## config.mk

```make
export PLATFORM = sky130hd
export DESIGN_NAME = mic_adc_capture
export DESIGN_NICKNAME = d
export VERILOG_FILES = /design/src/rtl/mic_adc_capture_pkg.sv /design/src/rtl/mic_adc_capture.sv
export SDC_FILE = /design/constraint.sdc
export NUM_CORES = 1
export LEC_CHECK = 0
export ABC_AREA = 1
export CORE_ASPECT_RATIO = 0.5
export CORE_MARGIN = 1.5
export CORE_UTILIZATION = 49
export DETAILED_ROUTE_END_ITERATION = 8
export PLACE_DENSITY_LB_ADDON = 0.3
export REMOVE_ABC_BUFFERS = 1
export SLEW_MARGIN = 20
export SYNTH_ARGS = -nofsm -noshare
export SYNTH_HDL_FRONTEND = slang
export SYNTH_SLANG_ARGS = --single-unit
```

## constraint.sdc

```tcl
create_clock -name i_clk -period 1.4 [get_ports i_clk]
set_clock_uncertainty 0.05 [all_clocks]
set_input_delay 0.28 -clock i_clk [delete_from_list [all_inputs] [get_ports i_clk]]
set_output_delay 0.28 -clock i_clk [all_outputs]
set_load 0.01 [all_outputs]
```

## src/rtl/mic_adc_capture_pkg.sv

```systemverilog
// mic_adc_capture_pkg: shared audio-chain state encodings and default frame constants
package mic_adc_capture_pkg;
  typedef enum logic [1:0] {IDLE, SETUP, SHIFT, QUIET} adc_state_t;
  localparam int MIC_FRAME_BITS = 16;
  localparam int MIC_DATA_BITS = 12;
endpackage

```

## src/rtl/mic_adc_capture.sv

```systemverilog
// mic_adc_capture: serial ADC frame capture with SCK divider, offset-binary to two's-complement sample
module mic_adc_capture
  import mic_adc_capture_pkg::*;
#(
  parameter int CKPCK = 2,
  parameter int FRAME_BITS = MIC_FRAME_BITS,
  parameter int DATA_BITS = MIC_DATA_BITS,
  parameter int QUIET_CYCLES = 8
) (
  input  logic                 i_clk,
  input  logic                 i_reset,
  input  logic                 i_en,
  input  logic                 i_start,
  output logic                 o_csn,
  output logic                 o_sck,
  input  logic                 i_miso,
  output logic                 o_valid,
  output logic [DATA_BITS-1:0] o_data,
  output logic                 o_err,
  output logic                 o_busy,
  output logic                 o_overrun
);
  localparam int HW = $clog2(CKPCK + 1);
  localparam int BW = $clog2(FRAME_BITS + 1);
  localparam int QW = $clog2(QUIET_CYCLES + 1);
  adc_state_t state, state_n;
  logic [HW-1:0] hcnt, hcnt_n;
  logic [BW-1:0] bcnt, bcnt_n;
  logic [QW-1:0] qcnt, qcnt_n;
  logic [FRAME_BITS-1:0] sr, sr_n;
  logic [DATA_BITS-1:0] data_n;
  logic csn_n, sck_n, valid_n, err_n, overrun_n, hlast, blast, qlast;
  assign hlast = hcnt == HW'(CKPCK - 1);
  assign blast = bcnt == BW'(FRAME_BITS - 1);
  assign qlast = qcnt == QW'(QUIET_CYCLES - 1);
  assign o_busy = state != IDLE;
  always_comb begin
    state_n = state;
    hcnt_n = hcnt;
    bcnt_n = bcnt;
    qcnt_n = qcnt;
    sr_n = sr;
    csn_n = 1'b1;
    sck_n = 1'b1;
    valid_n = 1'b0;
    data_n = o_data;
    err_n = o_err;
    overrun_n = i_start && state != IDLE;
    case (state)
      IDLE: begin
        hcnt_n = '0;
        bcnt_n = '0;
        qcnt_n = '0;
        state_n = i_start ? SETUP : IDLE;
        csn_n = !i_start;
      end
      SETUP: begin
        csn_n = 1'b0;
        hcnt_n = hlast ? '0 : hcnt + 1'b1;
        sck_n = !hlast;
        state_n = hlast ? SHIFT : SETUP;
      end
      SHIFT: begin
        csn_n = 1'b0;
        hcnt_n = hlast ? '0 : hcnt + 1'b1;
        sck_n = hlast ? !o_sck : o_sck;
        // Low half ends on the rising-edge-equivalent clock: capture MISO there
        if (hlast && !o_sck) sr_n = {sr[FRAME_BITS-2:0], i_miso};
        if (hlast && o_sck) begin
          bcnt_n = bcnt + 1'b1;
          if (blast) begin
            state_n = QUIET;
            bcnt_n = '0;
            csn_n = 1'b1;
            sck_n = 1'b1;
            valid_n = 1'b1;
            data_n = {!sr[DATA_BITS-1], sr[DATA_BITS-2:0]};
            err_n = |sr[FRAME_BITS-1:DATA_BITS];
          end
        end
      end
      default: begin
        qcnt_n = qlast ? '0 : qcnt + 1'b1;
        state_n = qlast ? IDLE : QUIET;
      end
    endcase
    if (!i_en) begin
      state_n = IDLE;
      hcnt_n = '0;
      bcnt_n = '0;
      qcnt_n = '0;
      csn_n = 1'b1;
      sck_n = 1'b1;
      valid_n = 1'b0;
      data_n = o_data;
      err_n = o_err;
    end
  end
  always_ff @(posedge i_clk) begin
    if (i_reset) begin
      state <= IDLE;
      hcnt <= '0;
      bcnt <= '0;
      qcnt <= '0;
      sr <= '0;
      o_csn <= 1'b1;
      o_sck <= 1'b1;
      o_valid <= 1'b0;
      o_data <= '0;
      o_err <= 1'b0;
      o_overrun <= 1'b0;
    end else begin
      state <= state_n;
      hcnt <= hcnt_n;
      bcnt <= bcnt_n;
      qcnt <= qcnt_n;
      sr <= sr_n;
      o_csn <= csn_n;
      o_sck <= sck_n;
      o_valid <= valid_n;
      o_data <= data_n;
      o_err <= err_n;
      o_overrun <= overrun_n;
    end
  end
endmodule
```

==> impl_metrics.ini, run 1 <==
[yosys]
synth.distinct_cells = 25
synth-seq-cells = 46
ys_seq_area_share_pct = 46.7
yosysWarningCount = 0
syn_area_um2 = 1970
avgSynthCellArea_um2 = 7.89
synth_cells = 250

[pwr]
clockPowerShare_pct = 36.1
ir_drop_mv = 0.495
p_leak_nw = 1.13
swShare_pct = 24.2
power_switching_mw = 0.552
power_density_nw_per_um2 = 863
pwr-share-comb_pct = 6.1
pwr-share-seq_pct = 57.7
p_int_mw = 1.73

[cells_and_area]
drive_above_1_share_pct = 25.7
n_fill_cell = 309
final_cell_count_no_fill = 354
final_cell_mix = nor2_1 (44), dfxtp_1 (41), nand2_1 (32)
area_delta_synth_final_pct = 33.8
antenna_cells = 0
nets = 312
final_common_cell = nor2_1

[floorplanning]
die_h_um = 47.9
rows = 16
die_w_um = 92.7
core_area_um2 = 3880
dieArea_um2 = 4440
io-pin-count = 23
initial_utilization_pct = 50.8

[global_route]
grt_usage_pct = 20.2
grt_pass1_vias = 1580
gr-total-overflow = 0
antenna_found_initial = 0
grt_max_degree = 17
grt_pass1_wl_mm = 6.76

[worst_setup_path]
endpoint_kind = register
path_max_fanout = 9
crit_arrival_ps = 1560
reg2reg_slack_ps = 40
required_ps = 1590
cp-start-kind = register
r2r-start = bcnt[1]
worstReg2RegEnd = o_data[8]
reg2regPathDepth = 6
crit_type = reg -> reg

[min_path]
min_from = o_data[10]
hp-class = reg -> reg
whs_path_depth = 2
holdPathEnd = o_data[10]

[cts]
clkSinkCount = 46
cts_root_buf = clkbuf_8
clkTransAtPathRegs_ps = 90
numCtsBuffers = 5
worst_skew_pair.late_latency_ps = 300
cts_tree = done
htree_num_levels = 2
cts.path.max_buffers = 2

[drt]
postRouteAntennaNets = 0
num_vias = 1816
via_per_inst = 5.13
drtPass1Iterations = 4
wl_per_cell_um = 12.7
routed_wl_mm = 4.50
drt_iter0_drc = 90
drc_errors = 0

[place]
dp_slack_ps = -129
dp.cells = 342
io_buffers = 22
globalplace.congestion = 0.842
dp_hpwl_mm = 3.05

[sta]
max_freq_mhz = 733
fin_crit_ps = 1360
slew_headroom_pct = 81.6
fin_ws_ps = 35.9
hold_viol_final = 0
drv_slew = 0
finalCritPeriodShare_pct = 97.4
setup_violations = 0
worst_pin_slew_ps = 273
rsz0062_at_grt = yes

[outcome]
outcome = completed

[job]
maxCapViolations = 0
==> Yosys cell counts, drive strengths merged <==
master	number	area, um^2
or2	1	6.26
ha	8	100
inv	19	73.8
nand4	15	93.8
o21ai	21	105
buf	7	61.3
nand3	10	62.6
o21a	1	7.51
dfxtp	46	921
clkbuf	4	16.3
o2111ai	2	17.5
a21oi	25	125
nor3	2	10.0
nor2	50	204
a211oi	1	7.51
nand2	38	160
==> worst max-delay path: stages (launching register included) <==
cell	delay [ps]
dfxtp_1	380
ha_4	160
nand2_4	90
nor2_8	200
buf_12	140
nand4_1	120
a21oi_2	170
==> state kept, by name (all words and copies together), names as in the netlist <==
register and flops:
o_valid 1, o_csn 1, state 2, sr 16, o_overrun 1, hcnt 2, bcnt 5, o_data 12
qcnt 4, o_sck 1, o_err 1
==> per-layer routing <==
| metal | share of wire [%] | vias up | GRT usage (%) |
|---|---|---|---|
| met5 | 0 | - | 0 |
| met4 | 1.1 | 0 | 8.18 |
| met3 | 3.4 | 5 | 4.76 |
| met2 | 49 | 30 | 37.6 |
| met1 | 46 | 847 | 23.7 |
| li1 | - | 934 | - |
==> metrics by stage <==
step | TNS (ps) | hold slack, ps | util [%] | power (mW) | cell area (um^2)
finish | 0 | 409 | 67.9 | 2.28 | 2640
global route | -125 | 436 | 67.9 | 2.36 | 2640
CTS | -25.2 | 414 | 66.2 | 2.29 | 2570
detailed placement | -1720 | 400 | 62.4 | 1.47 | 2420
global placement | -788 | 386 | 62.4 | 1.47 | 2420
floorplan | -146 | 299 | - | 1.40 | 1890
==> how the worst max path moves through the flow <==
stage / slack, ps / depth (start not counted) / from / to
floorplan: -80 / 6 / state[0] / sr[12]
global placement: -100 / 4 / state[0] / o_busy
detailed placement: -130 / 7 / state[1] / bcnt[3]
CTS: -10 / 4 / state[0] / o_busy
global route: -40 / 6 / bcnt[0] / o_data[8]
finish: 40 / 6 / bcnt[1] / o_data[8]
==> power groups by stage <==
stage	logic [mW]	clock network, mW	registers (mW)
after floorplan	0.0512	0	1.35
after global placement	0.126	0	1.35
after detailed placement	0.128	0	1.35
after CTS	0.131	0.838	1.32
after global routing	0.154	0.890	1.32
final	0.140	0.823	1.32
==> cells by family after synthesis <==
kind of cell	count (synthesis)	synth area share [%]
AOI/OAI and AO/OA	50	13.3
buffers and inverters	30	7.68
and+or+nand+nor	116	27.2
adders and majority gates	8	5.08
DFF	46	46.7
==> layout make-up <==
cell class              count  area (um^2)  area share (%)
multi-input cells         176         1030            38.9
inverters                  19         78.8            2.99
clock inverters             3         21.3           0.806
repair inverters            1         3.75           0.142
clock buffers               5         68.8            2.61
flip-flops and latches     46          930            35.2
well taps                  54         67.6            2.56
repair buffers             50          442            16.7
==> what timing repair did <==
item                       CTS  global route
gates cloned                 3             0
hold buffers                 0             0
setup endpoints to repair   51            37
resized for setup           41            29
buffers inserted             1             0
pin swaps                    4            10
Power figures use the tool's default switching activity.
==> run 2, diff against run 1 <==
ABC_AREA = unset   (was 1)
==> run 2 against run 1 <==
Against the previous run:
- the run now ends with negative setup slack left
- die area increased by 0.97%
- critical path type unchanged
- power increased by 1.0%
- non-clock buffer count rose by 13
==> impl_metrics.ini, run 2 <==
[sta]
hold_viol_final = 0
fin_crit_ps = 1520
finalSetupTns_ps = -455
worst_pin_slew_ps = 573
setup_violations = 11
drv_slew = 0
rsz0062_at_grt = yes
max_freq_mhz = 656
fin_ws_ps = -123
slew_headroom_pct = 61.5
finalCritPeriodShare_pct = 109

[cts]
cts.path.max_buffers = 2
clkTransAtPathRegs_ps = 90
cts_hold_buf = 0
numCtsBuffers = 5
htree_num_levels = 2
clkSinkCount = 46
cts_root_buf = clkbuf_8
cts_tree = done
worst_skew_pair.late_latency_ps = 300

[global_route]
antenna_found_initial = 0
grt_usage_pct = 22.8
grt_pass1_vias = 1656
gr-total-overflow = 0
grt_max_degree = 17
grt_pass1_wl_mm = 7.70

[drt]
via_per_inst = 5.62
postRouteAntennaNets = 0
drtPass1Iterations = 4
routed_wl_mm = 5.69
drt_iter0_drc = 157
wl_per_cell_um = 16.4
drc_errors = 0
num_vias = 1944

[yosys]
synth_cells = 237
async_reset_ff_share_pct = 0
ys_seq_area_share_pct = 46.2
synth_most_common_cell = dfxtp_1
avgSynthCellArea_um2 = 8.40
yosysWarningCount = 0
synth_common_cells = dfxtp_1 (46), nand2_1 (42), a21oi_1 (39), nand4_1 (12), o31ai_1 (12)
synth_top_cell_area_share_pct = 46.2
yosys-top-cells-area = dfxtp_1 (46%), a21oi_1 (9.8%), nand2_1 (7.9%)
synth.distinct_cells = 35
yosysTopAreaCell = dfxtp_1
synth-seq-cells = 46
syn_area_um2 = 1990
synth_flop_cell = dfxtp_1
synth_edf_count = 0

[worst_setup_path]
crit_type = reg -> reg
cp-start-kind = register
reg2regPathDepth = 6
crit_slowest_cell = or3_1
crit_arrival_ps = 1690
path_max_fanout = 5
path_cells = nand2b_4 -> inv_4 -> ha_4 -> nand2_4 -> or3_1 -> a31oi_1
required_ps = 1570
max_stage_delay_ps = 370
critPathBufInv = 1
endpoint_kind = register
path_depth = 6
cp_top_family = simple AND/OR/NAND/NOR gates

[pwr]
ir_drop_mv = 0.429
pwr-share-comb_pct = 7.1
p_leak_nw = 1.14
power_switching_mw = 0.563
pwr-share-seq_pct = 57.2
p_int_mw = 1.74
swShare_pct = 24.5
total_power_mw = 2.30
clockPowerShare_pct = 35.7
power_density_nw_per_um2 = 783

[floorplanning]
die_w_um = 93.2
die_h_um = 48.1
core_area_um2 = 3900
dieArea_um2 = 4480
io-pin-count = 23
rows = 16
initial_utilization_pct = 51.0

[cells_and_area]
final_common_cell = nand2_1
drive_above_1_share_pct = 34.9
area_delta_synth_final_pct = 47.5
top_register = sr
reg.largest.list = sr x16, o_data x12, bcnt x5
nets = 304
antenna_cells = 0
largest_reg_flops = 16
final_cell_mix = nand2_1 (40), dfxtp_1 (39), a21oi_1 (33)

[min_path]
whs_path_depth = 2
hp-class = reg -> reg

[outcome]
outcome = finished with violations
violations = negative setup slack

[place]
io_buffers = 22
dp_hpwl_mm = 3.26
globalplace.congestion = 0.844

[job]
maxCapViolations = 0
## run 2: layer usage
layer  track usage, %  vias to the layer above  share of wire (%)
li1                 -                      951                  -
met1             28.1                      931                 44
met2             41.8                       51                 50
met3             5.87                       11                3.9
met4             5.76                        0                1.8
met5                0                        -                  0
## run 2: worst paths after layout
path,startpoint,to,slack (ps)
max reg2reg,hcnt[1],bcnt[3],-120
min reg2reg,sr[15],sr[15],410
min,sr[15],sr[15],410
max,hcnt[1],bcnt[3],-120
## run 2: kinds of logic (layout without fill, tap and decap cells)
kind of cell / after synthesis / after routing / synth area share (%)
multiplexers: 3 / 3 / 1.57
flip-flops: 46 / 46 / 46.2
AND/OR/NAND/NOR: 90 / 92 / 22.7
adder cells (fa/ha/maj): 8 / 8 / 5.03
AO/OA/AOI/OAI: 63 / 63 / 18.9
buffers and inverters: 27 / 80 / 5.59
## run 2: per-stage QoR
step | setup WS (ps) | hold slack, ps | area (um^2) | utilization (%) | std cells
3_5_place_dp | -304 | 398 | 2490 | 63.8 | 330
5_1_grt | -173 | 443 | 2940 | 75.3 | 346
3_3_place_gp | -242 | 392 | 2490 | 63.8 | 330
4_1_cts | -68.1 | 410 | 2700 | 69.2 | 342
6_report | -123 | 409 | 2940 | 75.3 | 346
2_1_floorplan | -391 | 299 | 1910 | - | 219
## run 2: timing repair
item	CTS	global route
resized for setup	59	42
pin swaps	3	11
cloned	1	2
setup buffers	3	3
setup endpoints to repair	59	43
## run 2: final cells by class
| cell class | count | area, um^2 |
|---|---|---|
| repair buffers | 63 | 587 |
| fillers | 263 | 966 |
| clock inverters | 2 | 13.8 |
| flip-flops and latches | 46 | 932 |
| multi-input cells | 166 | 1230 |
| well taps | 54 | 67.6 |
| clock buffers | 6 | 72.6 |
| inverters | 9 | 38.8 |
## run 2: power by group through the flow
stage | combinational, mW | clock, mW | sequential [mW]
6_report | 0.164 | 0.821 | 1.32
2_1_floorplan | 0.0433 | 0 | 1.35
3_3_place_gp | 0.128 | 0 | 1.35
4_1_cts | 0.137 | 0.830 | 1.32
3_5_place_dp | 0.131 | 0 | 1.35
5_1_grt | 0.177 | 0.884 | 1.32
## run 2: worst min-delay path, delay by kind of cell (launching register included)
family	cells	cell delay, ps
and+or+nand+nor	1	50
AOI/OAI and AO/OA	1	50
DFF	1	320
==> run 3, diff against run 2 <==
CORE_UTILIZATION = 55   (was 49)
clock period = 1.7 ns   (was 1.4 ns; I/O delays follow)
==> run 3 against run 2 <==
Against the previous run:
- the flow now finishes without violations
- clock-buffer cell count unchanged
- first-iteration DRC count decreased by 26%
- power is 20% lower
- cell area fell by 17%
- critical path depth down 2
- utilization decreased by 4.9 points
- clock power down 21%
- hold slack lost 16 ps
- die area fell by 10%
- sequential share of layout area rose by 6.3 points
- routed wire length decreased by 27%
- global-route usage is 0.26 points higher
- highest routed layer unchanged
==> impl_metrics.ini, run 3 (synthesis results as in run 2) <==
[floorplanning]
initial_utilization_pct = 57.7
rows = 15
core_area_um2 = 3450
die_w_um = 88.1
io-pin-count = 23
die_h_um = 45.6
dieArea_um2 = 4010

[drt]
via_per_inst = 5.55
num_vias = 1753
routed_wl_mm = 4.15
drc_errors = 0
drtPass1Iterations = 4
drt_iter0_drc = 116
postRouteAntennaNets = 0
wl_per_cell_um = 13.1

[place]
dpl_cell_area_um2 = 2330
globalplace.congestion = 0.891
dp_hpwl_mm = 3.02
dp_slack_ps = -52.3
io_buffers = 22
dp.cells = 308

[job]
maxCapViolations = 0

[outcome]
outcome = completed

[cts]
clkSinkCount = 46
cts.path.max_buffers = 2
htree_num_levels = 2
worst_skew_pair.late_latency_ps = 300
cts_root_buf = clkbuf_8
cts_tree = done
clkTransAtPathRegs_ps = 80
numCtsBuffers = 5

[global_route]
grt_pass1_wl_mm = 7.11
gr-total-overflow = 0
antenna_found_initial = 0
grt_max_degree = 20
grt_usage_pct = 23.1
grt_pass1_vias = 1632

[sta]
worst_pin_slew_ps = 308
fin_crit_ps = 1640
rsz0062_at_grt = yes
finalCritPeriodShare_pct = 96.4
slew_headroom_pct = 79.2
max_freq_mhz = 610
hold_viol_final = 0
drv_slew = 0
setup_violations = 0
whs_ps = 393
finalSetupTns_ps = 0
fin_ws_ps = 61.3

[cells_and_area]
reg.largest.list = sr x16, o_data x12, bcnt x5
final_cell_count_no_fill = 316
drive_above_1_share_pct = 12.1
antenna_cells = 0
multi_input_area_um2 = 972
fin_util_pct = 70.4
area_delta_synth_final_pct = 22.0
final_cell_mix = dfxtp_1 (44), nand2_1 (42), a21oi_1 (38)
nets = 277
n_fill_cell = 295
regArea_um2 = 923
fin_area_um2 = 2430
top_register = sr
final_common_cell = dfxtp_1
largest_reg_flops = 16

[worst_setup_path]
path_max_fanout = 3
endpoint_kind = output port
required_ps = 1310
cp-start-kind = register
crit_type = reg -> out
crit_arrival_ps = 1250

[pwr]
p_leak_nw = 0.857
total_power_mw = 1.83
power_density_nw_per_um2 = 753
ir_drop_mv = 0.592

[min_path]
hp-class = reg -> reg
run 3: worst max-delay path, stage by stage, from the launching register on:
cell and delay [ps]:
dfxtp_2 350, inv_1 80, ha_1 230, inv_1 50, dlygate4sd2_1 250
run 3: path summary, 6_finish.rpt:
kind	from	end	slack, ps	cells after the start
max reg2reg	hcnt[1]	o_err	90	6
min	hcnt[1]	hcnt[1]	390	2
max	state[0]	o_busy	60	4
min reg2reg	hcnt[1]	hcnt[1]	390	2
run 3: repair_timing:
| action | in CTS | in global routing |
|---|---|---|
| endpoints found under the setup margin | 11 | 10 |
| setup buffers | 0 | 0 |
| cloned | 0 | 0 |
| hold buffers | 0 | 0 |
| gates resized for setup | 6 | 2 |
| hold endpoints to repair | 0 | 0 |
run 3: area by class of cell:
class	count	area share [%]
Clock buffer	6	2.99
Clock inverter	2	0.566
Inverter	9	1.39
Multi-Input combinational cell	164	40.0
Sequential cell	46	38.0
Tap cell	51	2.62
Timing Repair Buffer	38	14.5
run 3: layer usage:
layer | up-vias | GRT usage, % | wire, um
met1 | 830 | 28.6 | 2020
met5 | - | 0 | 0
li1 | 898 | - | -
met3 | 7 | 5.98 | 107
met4 | 0 | 5.94 | 34
met2 | 18 | 41.1 | 1990
run 3: where the power goes:
| group | internal (mW) | total [mW] | switching, mW |
|---|---|---|---|
| registers | 1.08 | 1.08 | 0.00289 |
| logic | 0.0420 | 0.0975 | 0.0555 |
| clock network | 0.290 | 0.649 | 0.359 |
| total | 1.41 | 1.83 | 0.417 |
